==> src/rtl/pu_feeder.sv <==
// pu_feeder: serial frame loader, settle timer and result port for the 8-input PU.
// Optional build macro PU_FEEDER_RELU_EN applies ReLU to the captured result.
module pu_feeder #(
  parameter int size   = 16,
  parameter int SETTLE = 2
) (
  input  logic              clk,
  input  logic              rst,
  input  logic [size-1:0]   in_data,
  input  logic              in_valid,
  output logic              in_ready,
  output logic [8*size-1:0] pu_x,
  output logic [8*size-1:0] pu_w,
  output logic [size-1:0]   pu_bias,
  input  logic [size-1:0]   pu_out,
  output logic [size-1:0]   res_data,
  output logic              res_valid,
  input  logic              res_ready,
  output logic              busy
);

  typedef enum logic [1:0] {
    ST_LOAD,
    ST_SETTLE,
    ST_RESULT
  } state_t;

  state_t          state;
  logic [4:0]      cnt;
  logic [3:0]      scnt;
  logic [size-1:0] cap;

  // value captured at the end of the settle window
  always_comb begin
`ifdef PU_FEEDER_RELU_EN
    cap = pu_out[size-1] ? '0 : pu_out;
`else
    cap = pu_out;
`endif
  end

  // frame loader, settle timer and result handshake
  always_ff @(posedge clk or posedge rst) begin
    if (rst) begin
      state     <= ST_LOAD;
      cnt       <= '0;
      scnt      <= '0;
      in_ready  <= 1'b1;
      busy      <= 1'b0;
      res_valid <= 1'b0;
      res_data  <= '0;
      pu_x      <= '0;
      pu_w      <= '0;
      pu_bias   <= '0;
    end else begin
      unique case (state)
        ST_LOAD: begin
          if (in_valid) begin
            // beats 0..7 x, 8..15 w, 16 bias
            unique case (1'b1)
              cnt[4]:  pu_bias <= in_data;
              cnt[3]:  pu_w[cnt[2:0]*size +: size] <= in_data;
              default: pu_x[cnt[2:0]*size +: size] <= in_data;
            endcase
            if (cnt == 5'd16) begin
              cnt      <= '0;
              scnt     <= '0;
              state    <= ST_SETTLE;
              in_ready <= 1'b0;
              busy     <= 1'b1;
            end else begin
              cnt <= cnt + 5'd1;
            end
          end
        end
        ST_SETTLE: begin
          scnt <= scnt + 4'd1;
          if (scnt == 4'(SETTLE - 1)) begin
            res_data  <= cap;
            res_valid <= 1'b1;
            state     <= ST_RESULT;
          end
        end
        ST_RESULT: begin
          if (res_ready) begin
            res_valid <= 1'b0;
            state     <= ST_LOAD;
            in_ready  <= 1'b1;
            busy      <= 1'b0;
          end
        end
        default: begin
          state    <= ST_LOAD;
          in_ready <= 1'b1;
          busy     <= 1'b0;
        end
      endcase
    end
  end

endmodule

==> config.mk <==
export PLATFORM = sky130hd
export DESIGN_NAME = pu_feeder
export DESIGN_NICKNAME = d
export VERILOG_FILES = /design/src/rtl/pu_feeder.sv
export SDC_FILE = /design/constraint.sdc
export NUM_CORES = 1
export LEC_CHECK = 0
export ABC_AREA = 1
export BUFFER_PORTS_ARGS = -buffer_cell sky130_fd_sc_hd__buf_2
export CAP_MARGIN = 20
export CORE_ASPECT_RATIO = 1.5
export CORE_MARGIN = 3
export CORE_UTILIZATION = 52
export DETAILED_ROUTE_END_ITERATION = 6
export PLACE_DENSITY = 0.83
export SLEW_MARGIN = 30
export SYNTH_ARGS = -nofsm -noshare
export SYNTH_HDL_FRONTEND = slang
export SYNTH_SLANG_ARGS = --single-unit
export TNS_END_PERCENT = 10
==> constraint.sdc <==
create_clock -name clk -period 16.9 [get_ports clk]
set_input_delay 5.07 -clock clk [delete_from_list [all_inputs] [get_ports clk]]
set_output_delay 5.07 -clock clk [all_outputs]
set_load 0.05 [all_outputs]
-- Yosys cells after proc, flatten, opt, wreduce, memory -nomap -nowiden
Cells that the tools add are included.
W data, S select, Z words.
- shifts and indexed selects: 2
- multiplexer cells: 21
- $add $sub $neg: 3
- reduce and logical (&&, ||, !) cells: 13
- equal/unequal tests: 8
- bitwise operators: 2
- operators by type and width (operator ; number):
    $bwmux W128 ; 2
    $shift A16 B34 Y128 const A ; 1
    $shiftx A16 B34 Y128 ; 1
    $neg A7 Y34 ; 1
    $reduce_and A3 Y1 ; 5
    $mux W2 ; 4
    $mux W4 ; 2
    $ne A2 B2 Y1 const B ; 4
    $pmux W4 S2 ; 1
    $reduce_and A4 Y1 ; 2
    $mux W1 ; 7
    $pmux W1 S3 ; 2
    $pmux W2 S3 ; 1
    $add A5 B1 Y5 const B ; 1
    $eq A5 B5 Y1 const B ; 1
    $mux W5 ; 1
    $add A4 B1 Y4 const B ; 1
    $eq A4 B1 Y1 const B ; 1
    $reduce_and A2 Y1 ; 2
    $reduce_bool A2 Y1 ; 2
    $eq A2 B1 Y1 const B ; 1
    $eq A2 B2 Y1 const B ; 1
    $logic_not A2 Y1 ; 1
    $not A1 Y1 ; 2
    other kinds (2) ; 2
- input bits: 36
- register bits: 302
- output and inout bits: 291
- word-level logic and storage cells: 59

-- Depth between registers and ports, before layout
Gate-level depths: netlist (run 1).
- depth in word-level cells: 4
- mapped depth: 10
- gate-level depth less buffers: 9

-- Worst setup path after synthesis (run 1)
No wires, ideal clock.
- path type: input to register
- from: input in_valid
- to: register pu_x[64]
- library setup time: 119 ps
- path buffers: 1
- setup slack: 10917 ps
- required time: 16781 ps
- stages on the path: 6
- arrival time: 5864 ps
- cell sequence: nand2_2 > nor2_4 > nand3_1 > buf_2 > nand2_1 > nand2_1
- cells in the longest elaborated chain, start to end: 1
- ends and longest elaborated chain (item ; RTL line ; RTL):
    start, declared ; 10 ; input logic in_valid,
    $reduce_and A3 Y1 (no line) ; n/a ;
    end signal, assigned by index ; 63 ; default: pu_x[cnt[2:0]*size +: size] <= in_data;
    end, declared ; 12 ; output logic [8*size-1:0] pu_x,
Every way passes these cells.
A chain may end at the register's enable or synchronous reset.

-- Worst setup path in the final report (run 1)
- from: input in_valid
- to: register pu_w[20]
- cells in the longest elaborated chain, start to end: 1
- ends and longest elaborated chain (item ; RTL line ; RTL):
    $reduce_and A3 Y1 (no line) ; n/a ;
    end signal, assigned by index ; 62 ; cnt[3]: pu_w[cnt[2:0]*size +: size] <= in_data;
    end, declared ; 13 ; output logic [8*size-1:0] pu_w,
Every way passes these cells.

==> flow_summary_export.csv, run 1 <==
group,metric,value,unit
grt,largest_net_degree_at_the_start_of_global_routing,142,
pwr,static-leakage-power,8.48,nW
clock_network,cts-buffers-inserted,28,
final_layout,diodes,0,
synthesis,yosys-mux-area-fraction,0,%
clock_network,ctsLongestPathBuffers,3,
timing,setup-violations-final,0,
synthesis,synth_top_family_by_area,"simple AND/OR/NAND/NOR gates",
clock_network,cts.htree.levels,1,
hold_path,worstHoldEndpoint,"pu_w[37]$_DFFE_PP0P_",
placed_design,post-place-ws,9.58,ns
pwr,comb_power_share,49.5,%
routing,vias_per_cell,5.55,
synthesis,synthesis.instances,1323,
final_layout,final-seq-area,7560,µm²
grt,gr-total-overflow,0,
critical_path,setup_slack_of_the_worst_register_to_register_path,12.65,ns
final_layout,layout.cells.most_common_list,"501 x sky130_fd_sc_hd__nand2_1, 326 x sky130_fd_sc_hd__buf_2, 301 x sky130_fd_sc_hd__dfrtp_1, 142 x sky130_fd_sc_hd__o21ai_0, 109 x sky130_fd_sc_hd__nand3_1",
clock_network,ctsRootBufferMaster,"sky130_fd_sc_hd__clkbuf_16",
timing,timing_hold_violations_final,0,
timing,tns,0,ns
timing,postLayoutSetupSlackWorst,10.03,ns
pwr,p_per_area,242,nW/µm²
critical_path,timing.critical_path.required,17.32,ns
timing,min_period,6.87,ns
synthesis,syn_nets,1365,
critical_path,worst_setup_path_startpoint,"in_valid",
hold_path,min_from,"pu_w[37]$_DFFE_PP0P_",
pwr,relative_contribution_of_sequential_cells_to_total_power,31.7,%
pwr,max-vdd-ir-drop,0.163,mV
floorplan,core,22600,µm²
pwr,p_sw,1.90,mW
outcome,outcome,"completed",
floorplan,row_count,67,
final_layout,area_delta_synth_final,22.4,%
floorplan,die_w,130,µm
synthesis,synth_simple_gate_area_share,25.6,%
critical_path,cp_max_fo,73,
timing,max-slew-margin-rel,37.4,%
clock_network,postCtsSetupBuffers,0,
timing,setup_repair_after_global_routing_missed_its_margin,"no",
critical_path,end_kind,"flop",
timing,final-max-slew-violation-count,0,
routing,detailedRoute.firstPassIterationCount,5,
final_layout,stdcell_count,1902,
floorplan,die_height,193,µm
critical_path,reg2reg_from,"cnt[0]$_DFFE_PP0P_",
pwr,post-layout-total-power,3.57,mW
timing,highest_clock_frequency_the_design_can_meet,145,MHz
synthesis,synthesis.yosys.warnings,0,
grt,global_route_wire_length_before_repair,56300,µm
clock_network,cts_num_sinks,302,
synthesis,synth_seq_area_share,62.6,%
hold_path,timing.hold.worst.class,"reg2reg",
synthesis,compound_gate_fraction_of_synth_area,6.22,%
floorplan,die_area,25100,µm²
floorplan,io-pin-count,327,
synthesis,yosys.cell_types.count,26,
critical_path,reg2reg_to,"pu_w[45]$_DFFE_PP0P_",
clock_network,post_cts.resized_instances,0,
hold_path,hold_depth,2,
clock_network,post_cts_hold_buffer_count,0,
placed_design,dp.final_hpwl,24900,µm
placed_design,place_inst,1850,
run,max-cap-violations,0,
final_layout,combined_area_of_the_multi_input_logic_cells,3970,µm²
timing,slew_at_the_pin_closest_to_its_max_slew_limit,0.935,ns
synthesis,post_synth_xor_area_fraction,0.218,%
critical_path,nature_of_the_critical_path_startpoint,"input port",
final_layout,finish.utilization,65.5,%
synthesis,count_of_state_elements_after_synthesis,302,
routing,detail_route.wirelength,36400,µm
grt,grt_pass1_vias,10300,
final_layout,layout_commonest_cell,"sky130_fd_sc_hd__nand2_1",
clock_network,clk-insertion-delay-late,0.54,ns
placed_design,gpl.final_weighted_congestion,0.865,
timing,final.setup_skew,0.0257,ns
critical_path,worstSetupPathType,"in2reg",
timing,post-route-period-util,40.7,%
critical_path,worst-r2r-cell-count,8,
placed_design,numPortBuffers,326,
pwr,switching_share_of_total_power,53.1,%
synthesis,syn-cell-area,12100,µm²
grt,global_router_s_overall_resource_usage,28.7,%
grt,antenna_found_initial,0,
pwr,pwr-share-clk,18.8,%
routing,drc,0,
routing,wl_per_cell,19.1,µm
final_layout,fill_cell_total_of_the_finished_layout,1799,
routing,detailedRoute.firstIterationViolations,892,
routing,num_vias,10600,
critical_path,arrival,7.29,ns
synthesis,avgSynthCellArea,9.12,µm²
routing,detail-route-antenna-nets,0,
final_layout,drive_above_1_share,24.8,%
final_layout,finalNetCount,1646,
floorplan,initial_utilization,53.5,%
pwr,power_report.internal_total,1.68,mW
clock_network,clock_tree_from_tritoncts,"done",
clock_network,clkTransAtPathRegs,0.07,ns
synthesis,post_synth_fa_ha_maj_area_fraction,0.622,%
-- through the flow --
step	instance area, µm²	hold WS, ns
final	14800	0.465
after global routing	14800	0.481
after CTS	14700	0.467
after detailed placement	13800	0.453
after global placement	13800	0.449
after floorplan	12100	0.479
-- registers in the layout, indices dropped and copies added, names as in the netlist --
signal,flops
state,2
scnt,4
busy,1
pu_x,128
cnt,5
res_valid,1
pu_w,128
pu_bias,16
in_ready,1
res_data,16
-- Yosys cell counts, drive strengths merged --
cell type / count / share of area (%)
buf: 38 / 1.6
a21oi: 3 / 0.12
nor3: 2 / 0.12
clkbuf: 44 / 1.4
dfstp: 1 / 0.22
o21ai: 147 / 6.1
ha: 6 / 0.62
nand4: 64 / 3.3
inv: 53 / 1.6
nand3b: 3 / 0.19
xor2: 3 / 0.22
nand3: 113 / 4.8
nand2: 506 / 16
dfrtp: 301 / 62
nor2: 37 / 1.4
clkinv: 1 / 0.041
or2: 1 / 0.052
-- worst max-delay path by stage --
stage	endpoint	slack [ns]	depth (start not counted)
6_report	pu_w[20]$_DFFE_PP0P_	10.03	6
5_1_grt	pu_x[50]$_DFFE_PP0P_	9.78	6
4_1_cts	pu_x[80]$_DFFE_PP0P_	10.07	6
3_5_place_dp	pu_x[92]$_DFFE_PP0P_	9.58	7
3_3_place_gp	pu_x[86]$_DFFE_PP0P_	9.62	6
2_1_floorplan	busy$_DFFE_PP0P_	3.49	1
-- power by group through the flow --
stage,Combinational (mW),Sequential (mW),Clock [mW]
after floorplan,0.530,1.91,0
after global placement,1.72,1.13,0
after detailed placement,1.76,1.13,0
after CTS,1.76,1.13,0.674
after global routing,1.88,1.16,0.704
final,1.77,1.13,0.671
-- cell type report --
type	instances	area share [%]
sequential	302	51.2
multi-input combinational	885	26.9
timing repair buffer	333	11.5
clock buffer	36	5.36
tap	276	2.34
inverter	54	1.47
clock inverter	16	1.30
-- critical path: stages --
cell and delay (ns):
sky130_fd_sc_hd__buf_2 0.10, sky130_fd_sc_hd__nand2_2 0.11, sky130_fd_sc_hd__nor2_4 0.11, sky130_fd_sc_hd__buf_4 0.61, sky130_fd_sc_hd__nand2_1 0.77, sky130_fd_sc_hd__o21ai_0 0.45
-- kinds of logic (layout without fill, tap and decap cells) --
| group | count (synthesis) | after routing |
|---|---|---|
| simple gates | 726 | 726 |
| flops | 302 | 302 |
| compound gates | 150 | 150 |
| buf+inv | 136 | 439 |
| fa+ha+maj | 6 | 6 |
| xor+xnor | 3 | 3 |
-- layer usage --
metal	vias up	routed length, µm	global-route usage, %
met5	-	0	0
met3	98	2890	5.73
met1	5092	13400	35.0
li1	4851	-	-
met2	516	18200	49.2
met4	0	1910	12.6
Note: power is estimated with default switching activity, not from simulation.
==> run 2, diff against run 1 <==
ABC_AREA = 0   (was 1)
CORE_UTILIZATION = 47   (was 52)
PLACE_DENSITY = 0.8   (was 0.83)
clock period = 6.16 ns   (was 16.9 ns; I/O delays follow)
==> run 2 against run 1 <==
Against the previous run:
- total power rose to 2.7 times the previous value
- synthesized cell count fell by 34%
- sequential share of layout area fell by 0.94 points
- final cell count fell by 19%
- hold slack improved by 0.020 ns
- clock skew fell by 0.0093 ns
- design area rose by 1.9%
- sequential cell count did not move
- utilization fell by 5.7 points
- critical path type is now reg2reg
- highest routed layer unchanged
==> flow_summary_export.csv, run 2 <==
group,metric,value,unit
synthesis,count_of_state_elements_after_synthesis,302,
critical_path,timing.critical_path.required,6.60,ns
synthesis,avgSynthCellArea,13.7,µm²
final_layout,top_regs,"pu_w x128, pu_x x128",
timing,min_period,4.57,ns
pwr,pwr-share-clk,20.5,%
pwr,p_sw,4.62,mW
clock_network,clkTransAtPathRegs,0.07,ns
timing,postLayoutSetupSlackWorst,1.59,ns
routing,detail_route.wirelength,33400,µm
critical_path,setup_slack_of_the_worst_register_to_register_path,1.59,ns
timing,tns,0,ns
timing,slew_at_the_pin_closest_to_its_max_slew_limit,0.980,ns
critical_path,cp_max_fo,34,
synthesis,netlist.area_leader.share,62.6,%
floorplan,die_w,137,µm
synthesis,synth.area.top_cells,"sky130_fd_sc_hd__dfrtp_1 63%, sky130_fd_sc_hd__mux2_2 22%, sky130_fd_sc_hd__o21ai_0 3.8%",
clock_network,postCtsSetupBuffers,0,
synthesis,synth_enable_flop_cells,0,
clock_network,clock_tree_from_tritoncts,"done",
floorplan,die_area,27600,µm²
final_layout,drive_above_1_share,51.6,%
timing,final-max-slew-violation-count,0,
pwr,max-vdd-ir-drop,0.392,mV
critical_path,worst-r2r-cell-count,6,
floorplan,core,25100,µm²
pwr,comb_power_share,47.4,%
grt,gr-total-overflow,0,
clock_network,clk-insertion-delay-late,0.56,ns
critical_path,reg2reg_from,"cnt[0]$_DFFE_PP0P_",
floorplan,die_height,202,µm
timing,setup_repair_after_global_routing_missed_its_margin,"no",
final_layout,layout_commonest_cell,"sky130_fd_sc_hd__buf_2",
synthesis,synthesis.yosys.warnings,0,
floorplan,io-pin-count,327,
timing,highest_clock_frequency_the_design_can_meet,219,MHz
pwr,p_per_area,635,nW/µm²
clock_network,cts-buffers-inserted,28,
timing,final.setup_skew,0.0163,ns
routing,detailedRoute.firstIterationViolations,514,
synthesis,yosys.cell_types.count,39,
synthesis,post-synth-top-area-cell,"sky130_fd_sc_hd__dfrtp_1",
synthesis,syn-cell-area,12000,µm²
grt,largest_net_degree_at_the_start_of_global_routing,128,
final_layout,diodes,0,
placed_design,dp.final_hpwl,23400,µm
routing,detail-route-antenna-nets,0,
run,max-cap-violations,0,
timing,max-slew-margin-rel,34.5,%
clock_network,ctsRootBufferMaster,"sky130_fd_sc_hd__clkbuf_16",
synthesis,ys_async_sr_fraction,100,%
grt,grt_pass1_vias,8626,
pwr,switching_share_of_total_power,48.4,%
grt,antenna_found_initial,0,
critical_path,end_kind,"flop",
floorplan,row_count,71,
clock_network,post_cts_hold_buffer_count,0,
clock_network,cts_num_sinks,302,
hold_path,timing.hold.worst.class,"reg2reg",
clock_network,post_cts.resized_instances,0,
critical_path,reg2reg_to,"pu_w[35]$_DFFE_PP0P_",
synthesis,synth_seq_area_share,62.8,%
synthesis,synth.most_common_cell,"sky130_fd_sc_hd__dfrtp_1",
critical_path,worst_setup_path_startpoint,"cnt[0]$_DFFE_PP0P_",
pwr,static-leakage-power,8.28,nW
placed_design,post-place-ws,1.53,ns
critical_path,arrival,5.01,ns
timing,timing_hold_violations_final,0,
grt,global_router_s_overall_resource_usage,23.8,%
outcome,outcome,"completed",
placed_design,gpl.final_weighted_congestion,0.831,
timing,setup-violations-final,0,
critical_path,worstSetupPathType,"reg2reg",
timing,post-route-period-util,74.3,%
synthesis,synthFlopType,"sky130_fd_sc_hd__dfrtp_1",
grt,global_route_wire_length_before_repair,50500,µm
final_layout,area_delta_synth_final,25.0,%
floorplan,initial_utilization,47.9,%
hold_path,min_from,"pu_x[113]$_DFFE_PP0P_",
routing,wl_per_cell,21.6,µm
final_layout,layout.cells.most_common_list,"326 x sky130_fd_sc_hd__buf_2, 301 x sky130_fd_sc_hd__dfrtp_1, 230 x sky130_fd_sc_hd__mux2_2, 91 x sky130_fd_sc_hd__o21ai_0, 51 x sky130_fd_sc_hd__nand2_1",
routing,detailedRoute.firstPassIterationCount,5,
routing,vias_per_cell,5.38,
synthesis,synthesis.instances,878,
final_layout,finalNetCount,1240,
synthesis,syn_nets,920,
critical_path,crit_path_end,"pu_w[35]$_DFFE_PP0P_",
routing,num_vias,8324,
synthesis,synth_common_cells,"301 x sky130_fd_sc_hd__dfrtp_1, 230 x sky130_fd_sc_hd__mux2_2, 91 x sky130_fd_sc_hd__o21ai_0, 51 x sky130_fd_sc_hd__nand2_1, 33 x sky130_fd_sc_hd__and2_1",
critical_path,nature_of_the_critical_path_startpoint,"flop",
pwr,power_report.internal_total,4.93,mW
routing,drc,0,
clock_network,ctsLongestPathBuffers,3,
placed_design,numPortBuffers,326,
pwr,relative_contribution_of_sequential_cells_to_total_power,32.1,%
clock_network,cts.htree.levels,1,
-- run 2: cell types whose count changed after synthesis, moves of 16 or more --
cell | previous run | this run
sky130_fd_sc_hd__buf_2 | 30 | 13
sky130_fd_sc_hd__mux2_2 | 0 | 230
sky130_fd_sc_hd__nand4_1 | 64 | 4
sky130_fd_sc_hd__inv_1 | 51 | 18
sky130_fd_sc_hd__clkbuf_1 | 44 | 26
sky130_fd_sc_hd__and2_1 | 0 | 33
sky130_fd_sc_hd__o21ai_0 | 142 | 91
sky130_fd_sc_hd__nand2_1 | 505 | 51
sky130_fd_sc_hd__nor2_1 | 33 | 17
sky130_fd_sc_hd__nand3_1 | 110 | 6
sky130_fd_sc_hd__and3_1 | 0 | 27
-- run 2: kinds of logic (layout without fill, tap and decap cells) --
group / count (synthesis) / count (layout) / share of synthesized area, %
buffers and inverters: 63 / 405 / 2.35
adders and majority gates: 6 / 6 / 0.624
AOI/OAI and AO/OA: 104 / 104 / 4.44
muxes: 239 / 239 / 22.3
DFF: 302 / 302 / 62.8
xor gates and xnor gates: 1 / 1 / 0.0728
and+or+nand+nor: 163 / 163 / 7.44
-- run 2: through the flow --
stage                     std cells  hold slack [ns]  power, mW  util, %  instance area [µm²]
final                          1548            0.485       9.56     59.8                15000
after global routing           1548            0.508       9.95     59.8                15000
after CTS                      1547            0.486       9.61     59.7                15000
after detailed placement       1495            0.471       7.64     55.5                14000
after global placement         1495            0.461       7.53     55.5                14000
after floorplan                 878            0.507       6.46        -                12000
-- run 2: cell type report --
type	count	area, µm²
fill	2014	10100
sequential	302	7560
multi-input combinational	513	4210
timing repair buffer	335	1740
clock buffer	38	818
tap	328	410
clock inverter	14	243
inverter	18	71.3
-- run 2: routing by layer --
metal	track usage (%)	up-vias	wire [µm]
li1	-	3707	-
met1	27.9	4232	12400
met2	42.2	311	17500
met3	4.03	74	2070
met4	10.9	0	1480
met5	0	-	0
-- run 2: worst min path at each step --
| stage | end | slack [ns] | cells after the start |
|---|---|---|---|
| floorplan | scnt[0]$_DFFE_PP0P_ | 0.51 | 1 |
| global placement | pu_w[119]$_DFFE_PP0P_ | 0.46 | 2 |
| detailed placement | pu_w[118]$_DFFE_PP0P_ | 0.47 | 2 |
| CTS | pu_w[118]$_DFFE_PP0P_ | 0.49 | 2 |
| global route | pu_bias[8]$_DFFE_PP0P_ | 0.51 | 1 |
| finish | pu_x[113]$_DFFE_PP0P_ | 0.48 | 2 |
-- run 2: power groups by stage --
stage / combinational (mW) / clock [mW] / sequential (mW)
floorplan: 1.13 / 0 / 5.32
global placement: 4.46 / 0 / 3.06
detailed placement: 4.54 / 0 / 3.10
CTS: 4.55 / 1.99 / 3.07
global route: 4.74 / 2.06 / 3.15
finish: 4.53 / 1.95 / 3.07
-- run 2: critical path, cell delays in order, from the launching register on --
cell and delay, ns:
sky130_fd_sc_hd__dfrtp_1 0.97, sky130_fd_sc_hd__inv_1 0.21, sky130_fd_sc_hd__ha_1 0.91, sky130_fd_sc_hd__nand2_1 0.62, sky130_fd_sc_hd__nor2_1 0.36, sky130_fd_sc_hd__nand4_1 0.79
sky130_fd_sc_hd__mux2_2 0.59
